===== config.mk =====
export PLATFORM = sky130hd
export DESIGN_NAME = muldiv_seq_flat
export DESIGN_NICKNAME = d
export VERILOG_FILES = /design/src/rtl/muldiv_seq_if.sv /design/src/rtl/muldiv_seq.sv /design/src/flat_wrapper.sv
export SDC_FILE = /design/constraint.sdc
export NUM_CORES = 1
export LEC_CHECK = 0
export BUFFER_PORTS_ARGS = -buffer_cell sky130_fd_sc_hd__buf_2
export CELL_PAD_IN_SITES_DETAIL_PLACEMENT = 1
export CELL_PAD_IN_SITES_GLOBAL_PLACEMENT = 1
export CORE_MARGIN = 2
export CORE_UTILIZATION = 51
export CTS_BUF_LIST = sky130_fd_sc_hd__clkbuf_8
export CTS_CLUSTER_SIZE = 28
export DETAILED_ROUTE_END_ITERATION = 6
export PLACE_DENSITY_LB_ADDON = 0.1
export SLEW_MARGIN = 30
export SYNTH_ARGS = -nofsm -noshare
export SYNTH_HDL_FRONTEND = slang
export SYNTH_SLANG_ARGS = --single-unit

===== constraint.sdc =====
create_clock -name clk -period 5.4 [get_ports clk]
set_input_delay 0.27 -clock clk [delete_from_list [all_inputs] [get_ports clk]]
set_output_delay 0.27 -clock clk [all_outputs]
set_load 0.02 [all_outputs]

===== src/rtl/muldiv_seq_if.sv =====
// Request/response bundle for the sequential multiply/divide unit.
// The requester drives the master side; muldiv_seq sits on the slave side.
interface muldiv_seq_if;
  logic        in_valid;
  logic        in_ready;
  logic [2:0]  op;
  logic [31:0] src1;
  logic [31:0] src2;
  logic        flush;
  logic        busy;
  logic        out_valid;
  logic [31:0] result;

  modport master (
    output in_valid, op, src1, src2, flush,
    input  in_ready, busy, out_valid, result
  );

  modport slave (
    input  in_valid, op, src1, src2, flush,
    output in_ready, busy, out_valid, result
  );
endinterface


===== src/rtl/muldiv_seq.sv =====
// Iterative 32-bit multiply/divide: radix-2 shift-add multiply and restoring divide,
// one bit per cycle on operand magnitudes, with a sign-fix cycle before the result.
module muldiv_seq (
  input  logic        clk,
  input  logic        rst,
  muldiv_seq_if.slave bus
);
  typedef enum logic [1:0] {IDLE, CALC, FIX, DONE} state_t;

  state_t      r_state;
  state_t      w_state_next;
  logic [5:0]  r_cnt;
  logic [2:0]  r_op;
  logic [63:0] r_prod;
  logic [63:0] r_mcand;
  logic [31:0] r_b;
  logic [31:0] r_rem;
  logic [31:0] r_result;
  logic        r_neg;
  logic        r_rem_neg;

  logic        w_accept;
  logic        w_s1_signed;
  logic        w_s2_signed;
  logic        w_s1_neg;
  logic        w_s2_neg;
  logic [31:0] w_mag1;
  logic [31:0] w_mag2;
  logic        w_div0;
  logic        w_ovf;
  logic        w_special;
  logic [31:0] w_special_result;
  logic [32:0] w_shift;
  logic [32:0] w_diff;
  logic [63:0] w_prod_fix;
  logic [31:0] w_quo_fix;
  logic [31:0] w_rem_fix;
  logic [31:0] w_final;

  assign bus.in_ready  = (r_state == IDLE) && !bus.flush && !rst;
  assign bus.busy      = (r_state != IDLE);
  assign bus.out_valid = (r_state == DONE);
  assign bus.result    = r_result;
  assign w_accept      = bus.in_valid && bus.in_ready;

  // MULH, MULHSU, DIV and REM treat src1 as signed; MULH, DIV and REM also src2.
  assign w_s1_signed = (bus.op == 3'd1) || (bus.op == 3'd2) || (bus.op == 3'd4) || (bus.op == 3'd6);
  assign w_s2_signed = (bus.op == 3'd1) || (bus.op == 3'd4) || (bus.op == 3'd6);
  assign w_s1_neg    = w_s1_signed && bus.src1[31];
  assign w_s2_neg    = w_s2_signed && bus.src2[31];
  assign w_mag1      = w_s1_neg ? (32'd0 - bus.src1) : bus.src1;
  assign w_mag2      = w_s2_neg ? (32'd0 - bus.src2) : bus.src2;

  assign w_div0    = bus.op[2] && (bus.src2 == 32'd0);
  assign w_ovf     = ((bus.op == 3'd4) || (bus.op == 3'd6)) &&
                     (bus.src1 == 32'h8000_0000) && (bus.src2 == 32'hFFFF_FFFF);
  assign w_special = w_div0 || w_ovf;

  always_comb begin
    w_special_result = 32'd0;
    if (w_div0)
      w_special_result = bus.op[1] ? bus.src1 : 32'hFFFF_FFFF;
    else if (w_ovf)
      w_special_result = bus.op[1] ? 32'd0 : 32'h8000_0000;
  end

  // Restoring step: the divisor lives in r_mcand[31:0]; a borrow in bit 32 means "restore".
  assign w_shift = {r_rem, r_b[31]};
  assign w_diff  = w_shift - {1'b0, r_mcand[31:0]};

  assign w_prod_fix = r_neg ? (64'd0 - r_prod) : r_prod;
  assign w_quo_fix  = r_neg ? (32'd0 - r_b) : r_b;
  assign w_rem_fix  = r_rem_neg ? (32'd0 - r_rem) : r_rem;

  always_comb begin
    w_final = 32'd0;
    case (r_op)
      3'd0:          w_final = w_prod_fix[31:0];
      3'd1, 3'd2, 3'd3: w_final = w_prod_fix[63:32];
      3'd4, 3'd5:    w_final = w_quo_fix;
      default:       w_final = w_rem_fix;
    endcase
  end

  always_comb begin
    w_state_next = r_state;
    case (r_state)
      IDLE:    if (w_accept) w_state_next = w_special ? DONE : CALC;
      CALC:    if (r_cnt == 6'd31) w_state_next = FIX;
      FIX:     w_state_next = DONE;
      DONE:    w_state_next = IDLE;
      default: w_state_next = IDLE;
    endcase
    if (bus.flush) w_state_next = IDLE;
  end

  always_ff @(posedge clk) begin
    if (rst) r_state <= IDLE;
    else     r_state <= w_state_next;
  end

  always_ff @(posedge clk) begin
    if (rst) begin
      r_cnt     <= 6'd0;
      r_op      <= 3'd0;
      r_prod    <= 64'd0;
      r_mcand   <= 64'd0;
      r_b       <= 32'd0;
      r_rem     <= 32'd0;
      r_result  <= 32'd0;
      r_neg     <= 1'b0;
      r_rem_neg <= 1'b0;
    end else begin
      case (r_state)
        IDLE: if (w_accept) begin
          r_op      <= bus.op;
          r_cnt     <= 6'd0;
          r_prod    <= 64'd0;
          r_rem     <= 32'd0;
          r_mcand   <= {32'd0, bus.op[2] ? w_mag2 : w_mag1};
          r_b       <= bus.op[2] ? w_mag1 : w_mag2;
          r_neg     <= w_s1_neg ^ w_s2_neg;
          r_rem_neg <= w_s1_neg;
          if (w_special) r_result <= w_special_result;
        end
        CALC: begin
          r_cnt <= r_cnt + 6'd1;
          if (!r_op[2]) begin
            if (r_b[0]) r_prod <= r_prod + r_mcand;
            r_mcand <= {r_mcand[62:0], 1'b0};
            r_b     <= {1'b0, r_b[31:1]};
          end else begin
            r_rem <= w_diff[32] ? w_shift[31:0] : w_diff[31:0];
            r_b   <= {r_b[30:0], ~w_diff[32]};
          end
        end
        FIX: if (!bus.flush) begin
          r_prod   <= w_prod_fix;
          r_b      <= w_quo_fix;
          r_rem    <= w_rem_fix;
          r_result <= w_final;
        end
        default: ;
      endcase
    end
  end
endmodule


===== src/flat_wrapper.sv =====
// flat-port wrapper written by rule: the top's interface ports become plain ports
module muldiv_seq_flat 
  (clk, rst, bus_in_valid, bus_op, bus_src1, bus_src2, bus_flush, bus_in_ready, bus_busy, bus_out_valid, bus_result);
  muldiv_seq_if bus_i ();
  input  logic clk;
  input  logic rst;
  input wire logic [$bits(bus_i.in_valid)-1:0] bus_in_valid;
  input wire logic [$bits(bus_i.op)-1:0] bus_op;
  input wire logic [$bits(bus_i.src1)-1:0] bus_src1;
  input wire logic [$bits(bus_i.src2)-1:0] bus_src2;
  input wire logic [$bits(bus_i.flush)-1:0] bus_flush;
  output wire logic [$bits(bus_i.in_ready)-1:0] bus_in_ready;
  output wire logic [$bits(bus_i.busy)-1:0] bus_busy;
  output wire logic [$bits(bus_i.out_valid)-1:0] bus_out_valid;
  output wire logic [$bits(bus_i.result)-1:0] bus_result;
  assign bus_i.in_valid = bus_in_valid;
  assign bus_i.op = bus_op;
  assign bus_i.src1 = bus_src1;
  assign bus_i.src2 = bus_src2;
  assign bus_i.flush = bus_flush;
  assign bus_in_ready = bus_i.in_ready;
  assign bus_busy = bus_i.busy;
  assign bus_out_valid = bus_i.out_valid;
  assign bus_result = bus_i.result;
  muldiv_seq u_core (.clk(clk), .rst(rst), .bus(bus_i));
endmodule

### Yosys cells after proc, flatten, opt, wreduce, memory -nomap -nowiden

Index checks and enable logic that the tools add are counted.

* register bits after elaboration: 237
* input port bits: 71
* output and inout port bits: 35
* logic and storage cells: 116

* $add $sub $neg: 8
* equality and inequality tests: 22
* mux-type cells: 39
* bitwise gates (word level): 2
* reductions and logical operators: 35

Operators with widths (number)
* $mux 32: 20
* $mux 64: 7
* $pmux 32 s3: 3
* $pmux 64 s3: 1
* $pmux 64 s2: 1
* $sub 1x32->32 const A: 4
* $add 64x64->64: 1
* $eq 32x32->1 const B: 2
* $pmux 32 s2: 1
* $sub 1x64->64 const A: 1
* $sub 33x32->33: 1
* $logic_not 32->1: 1
* $eq 3x3->1 const B: 4
* $pmux 6 s2: 1
* $ne 2x1->1 const B: 5
* $eq 3x2->1 const B: 3
* $logic_and 1x1->1: 8
* $pmux 2 s4: 1
* $reduce_and 4->1: 2
* $logic_or 1x1->1: 7
* $add 6x1->6 const B: 1
* $eq 3x1->1 const B: 2
* $eq 6x5->1 const B: 1
* $mux 2: 3
* other kinds (16): 25

### Longest topological paths before layout

* word-level depth: 9
* mapped depth: 16
* mapped depth without buffers: 13

### Worst setup path after synthesis

Ideal clock, no wire load.

* path type: register to register
* start point: register u_core.r_rem[24]
* end point: register u_core.r_rem[8]
* library setup time: 137 ps
* data arrival time: 3228 ps
* required time: 5263 ps
* slack: 2035 ps
* cell stages (with the launch flop): 15
* buffers on the path: 4
* period minus slack after synthesis: 3365 ps
* cells stage by stage: dfxtp_1 > ha_1 > clkbuf_1 > a21o_1 > a21o_1 > a221o_1 > a21o_1 > a21o_1 > or3_1 > clkbuf_1 > nand3_1 > buf_2 > buf_2 > mux2i_1 > o221ai_1

* word-level cells in the longest chain between the ends: 4

Ends and longest elaborated chain
* from (decl): line muldiv_seq.sv:17 `logic [31:0] r_rem;`
* from (signal assigned): line muldiv_seq.sv:133 `r_rem <= w_diff[32] ? w_shift[31:0] : w_diff[31:0];`
* from (signal assigned): line muldiv_seq.sv:140 `r_rem <= w_rem_fix;`
* $sub 33x32->33: line muldiv_seq.sv:69 `assign w_diff = w_shift - {1'b0, r_mcand[31:0]};`
* $mux 32: line muldiv_seq.sv:133
* $mux 32: line muldiv_seq.sv:128 `if (!r_op[2]) begin`
* $pmux 32 s3: line muldiv_seq.sv:114 `case (r_state)`

Every way passes these cells. The select of a mux whose other input is x is not followed.
A chain may end at the register's enable or synchronous reset.

### Worst setup path in the final report

* start point: register u_core.r_prod[21]
* end point: register u_core.r_result[31] (netlist: u_core.bus.result[31])

* word-level cells in the longest chain between the ends: 5

Ends and longest elaborated chain
* from (decl): line muldiv_seq.sv:14 `logic [63:0] r_prod;`
* from (signal assigned): line muldiv_seq.sv:129 `if (r_b[0]) r_prod <= r_prod + r_mcand;`
* from (signal assigned): line muldiv_seq.sv:138 `r_prod <= w_prod_fix;`
* $sub 1x64->64: line muldiv_seq.sv:71 `assign w_prod_fix = r_neg ? (64'd0 - r_prod) : r_prod;`
* $mux 64: line muldiv_seq.sv:71
* $pmux 32 s3: line muldiv_seq.sv:77 `case (r_op)`
* $mux 32: line muldiv_seq.sv:137 `FIX: if (!bus.flush) begin`
* $pmux 32 s2: line muldiv_seq.sv:114
* to (signal assigned): line muldiv_seq.sv:124 `if (w_special) r_result <= w_special_result;`
* to (signal assigned): line muldiv_seq.sv:141 `r_result <= w_final;`
* to (decl): line muldiv_seq.sv:18 `logic [31:0] r_result;`

Every way passes these cells. The select of a mux whose other input is x is not followed.

==> impl_results.md <==
- Status: finished, violations left
- Failing checks: design-rule violations
- Synth area leaders: dfxtp_1, a21oi_1, nand2_1
- Worst slack, placed: about 1.2 ns
- Initial core utilization: 0.519
- Setup violations, final: 0
- Avg Cell Area, Syn: 7.19 µm²
- Nets: 3273
- Fillers: between 5000 and 6000
- Power per cell area: between 200 and 300 nW/µm²
- Mapped Area: 22500 µm²
- Max stage delay on crit path: between 0.6 and 0.7 ns
- GR Overflow Total: 0
- Setup CP Type: register to register
- Final Power: roughly 6 mW
- Yosys top cell area share: 0.211
- DR vias/cell: approximately 7
- Layout area overhead: 7.88%
- Period utilisation layout: 0.824
- Vias: roughly 26000
- GP Congestion: about 1.1
- Hold Path Class: primary input to register
- Max Clk Rate: 225 MHz
- DRC Markers: 5
- Layout cells sized above 1: 0.0917
- Largest net degree at the start of global routing: a little over 80
- Drt wl/cell: about 28 µm
- CTS resizes: 0
- Final worst path period need: 4.45 ns
- Critical Path Start Type: register
- Root Driver: clkbuf_8
- Static Leak: about 9.4 nW
- PortBufs: between 100 and 150
- Row count: 76
- TNS Setup: 0 ns
- Final WS setup: between 0.9 and 1 ns
- Final hold vios: 0
- FFs w/ async S/R, synth: 0
- Die ar.: 45700 µm²
- CP max FO: 8
- Ys Warns: 0
- First-pass DRT Iterations: 7
- Final ANT Viol Nets: 0
- GRT Total Usage: 0.453
- Dpl hpwl: between 70 and 80 mm
- Critical path, cell by cell: or3_1, nor4_1, nand3_2, or3_4, or4_4, o31ai_4, xor2_1, a221oi_1, a21oi_1, nor3_1
- Die width: roughly 210 µm
- Worst slew pin tran: roughly 1.1 ns
- Die H: 214 µm
- Reg clk slew, reported paths: roughly 0.060 ns
- Max-cap violations: 0
- First-pass GRT wire length: ~160 mm
- I/O pins: approximately 110
- Critical path's slowest cell: a221oi_1
- Ys flop type: dfxtp_1
- Top Family by Delay on Critical Path: simple AND/OR/NAND/NOR gates
- CTS tree: done
- VDD IR max: between 0.00015 and 0.0002 V
- Synth cell types: 84
- Max-slew headroom: 0.267
- Core area: ~43000 µm²
- Gate count of the mapped netlist: 3123
- Setup crit end kind: register
- Final core utilization: 0.560
- Number of global-route vias before repair: around 25000
- Routed WL: around 110 mm
- Antenna violations before repair: 3
- Clock sink total: between 200 and 250
- Critical path required time: between 5 and 6 ns
- Skew-Pair Late Insertion Delay: about 0.67 ns
- Sequential area share after synthesis: 0.211
- Clock buffer depth: 3
- RSZ-0062 raised after global routing: false
- WP data arrival: approximately 5 ns
- Yosys top cell by area: dfxtp_1
- 1st-iter DRT viols: 2991
- Post-synthesis net count: ~3300
- Inserted Clock Buffers: 47
- Synth Register Bits: between 200 and 250
- Number of synthesized flops with an enable pin: 0
- WP buf/inv: 0
- CTS H-Tree Depth: 2
- Pins Over Slew Limit: 0
- Clk_skew: 0.0431 ns
[final timing paths]
| check | start | to | slack (ns) | cells after the start |
|---|---|---|---|---|
| hold / removal | bus_op[2] | u_core.r_op[2] | 0.05 | 3 |
| setup reg to reg | u_core.r_prod[21] | u_core.bus.result[31] | 0.95 | 10 |
| hold reg to reg | u_core.bus.result[14] | u_core.bus.result[14] | 0.48 | 2 |
| setup / recovery | u_core.r_prod[21] | u_core.bus.result[31] | 0.95 | 10 |
[cells in the mapped netlist, types with 38 or more instances]
cell type,instances
nor3_1,102
xnor2_1,148
nor2_1,290
a21o_1,73
ha_1,106
a21oi_1,275
nand4_1,49
dfxtp_1,237
o21ai_0,228
o211ai_1,38
mux2i_1,85
clkbuf_1,201
a22oi_1,59
a211oi_1,66
xor2_1,118
o31ai_1,45
nand2_1,361
inv_1,83
[final cells by class]
class                   instances  area (µm²)  share of cell area
multi-input cells            2574       16600               0.684
flip-flops and latches        237        4750               0.196
repair buffers                149         882              0.0364
clock buffers                  59         812              0.0335
well taps                     585         732              0.0302
inverters                      85         319              0.0132
clock inverters                25         150             0.00620
diodes                          1        2.50            0.000103
[where the power goes]
group	switching (mW)	total (mW)	internal, mW
combinational	1.45	2.12	0.674
clock	0.956	1.99	1.03
sequential	0.216	2.08	1.86
[per-stage QoR]
stage               instance area (µm²)  cells  hold slack, ns
floorplan                         22500   3123           0.432
global placement                  23200   3624           0.458
detailed placement                23200   3624           0.471
CTS                               24200   3713          0.0179
global route                      24200   3714          0.0458
finish                            24200   3715          0.0509
[what timing repair did]
action                                 in CTS  in global routing
setup buffers                               0                  0
endpoints found under the hold margin      16                  0
hold buffers                                5                  0
[worst register-to-register path: cells and delay by family (launching register included)]
| kind | cells | cell delay, ns |
|---|---|---|
| simple gates | 6 | 2.66 |
| xor+xnor | 1 | 0.15 |
| compound gates | 3 | 1.09 |
| flops | 1 | 0.44 |
[sequential cells by signal (all words and copies together), names as in the netlist]
signal / count
u_core.r_op: 3
u_core.r_prod: 64
u_core.r_state: 2
u_core.bus.result: 32
u_core.r_rem_neg: 1
u_core.r_cnt: 6
u_core.r_neg: 1
u_core.r_b: 32
u_core.r_rem: 32
u_core.r_mcand: 64
[per-layer routing]
metal	global-route usage	routed length, µm
met2	0.690	45100
met3	0.100	10400
met1	0.578	42000
met5	0	33
met4	0.296	7660
[cell usage in the layout, fill, tap and decap left out, types with 38 or more instances in the layout]
cell type,n
clkbuf_8,59
o211ai_1,38
a22oi_1,59
xor2_1,118
a211oi_1,66
nand4_1,49
buf_2,104
inv_1,96
nor3_1,101
nor2_1,287
dfxtp_1,235
buf_4,38
o31ai_1,45
a21o_1,73
ha_1,103
a21oi_1,275
nand2_1,361
mux2i_1,85
o21ai_0,228
xnor2_1,148
[cells by family after synthesis]
| kind of cell | after synthesis | synth area share |
|---|---|---|
| DFF | 237 | 0.211 |
| and+or+nand+nor | 1029 | 0.212 |
| muxes | 99 | 0.0449 |
| buffers and inverters | 312 | 0.0533 |
| adders and majority gates | 108 | 0.0608 |
| xor gates and xnor gates | 266 | 0.104 |
| AOI/OAI and AO/OA | 1072 | 0.313 |
(Power assumes the default switching activity.)
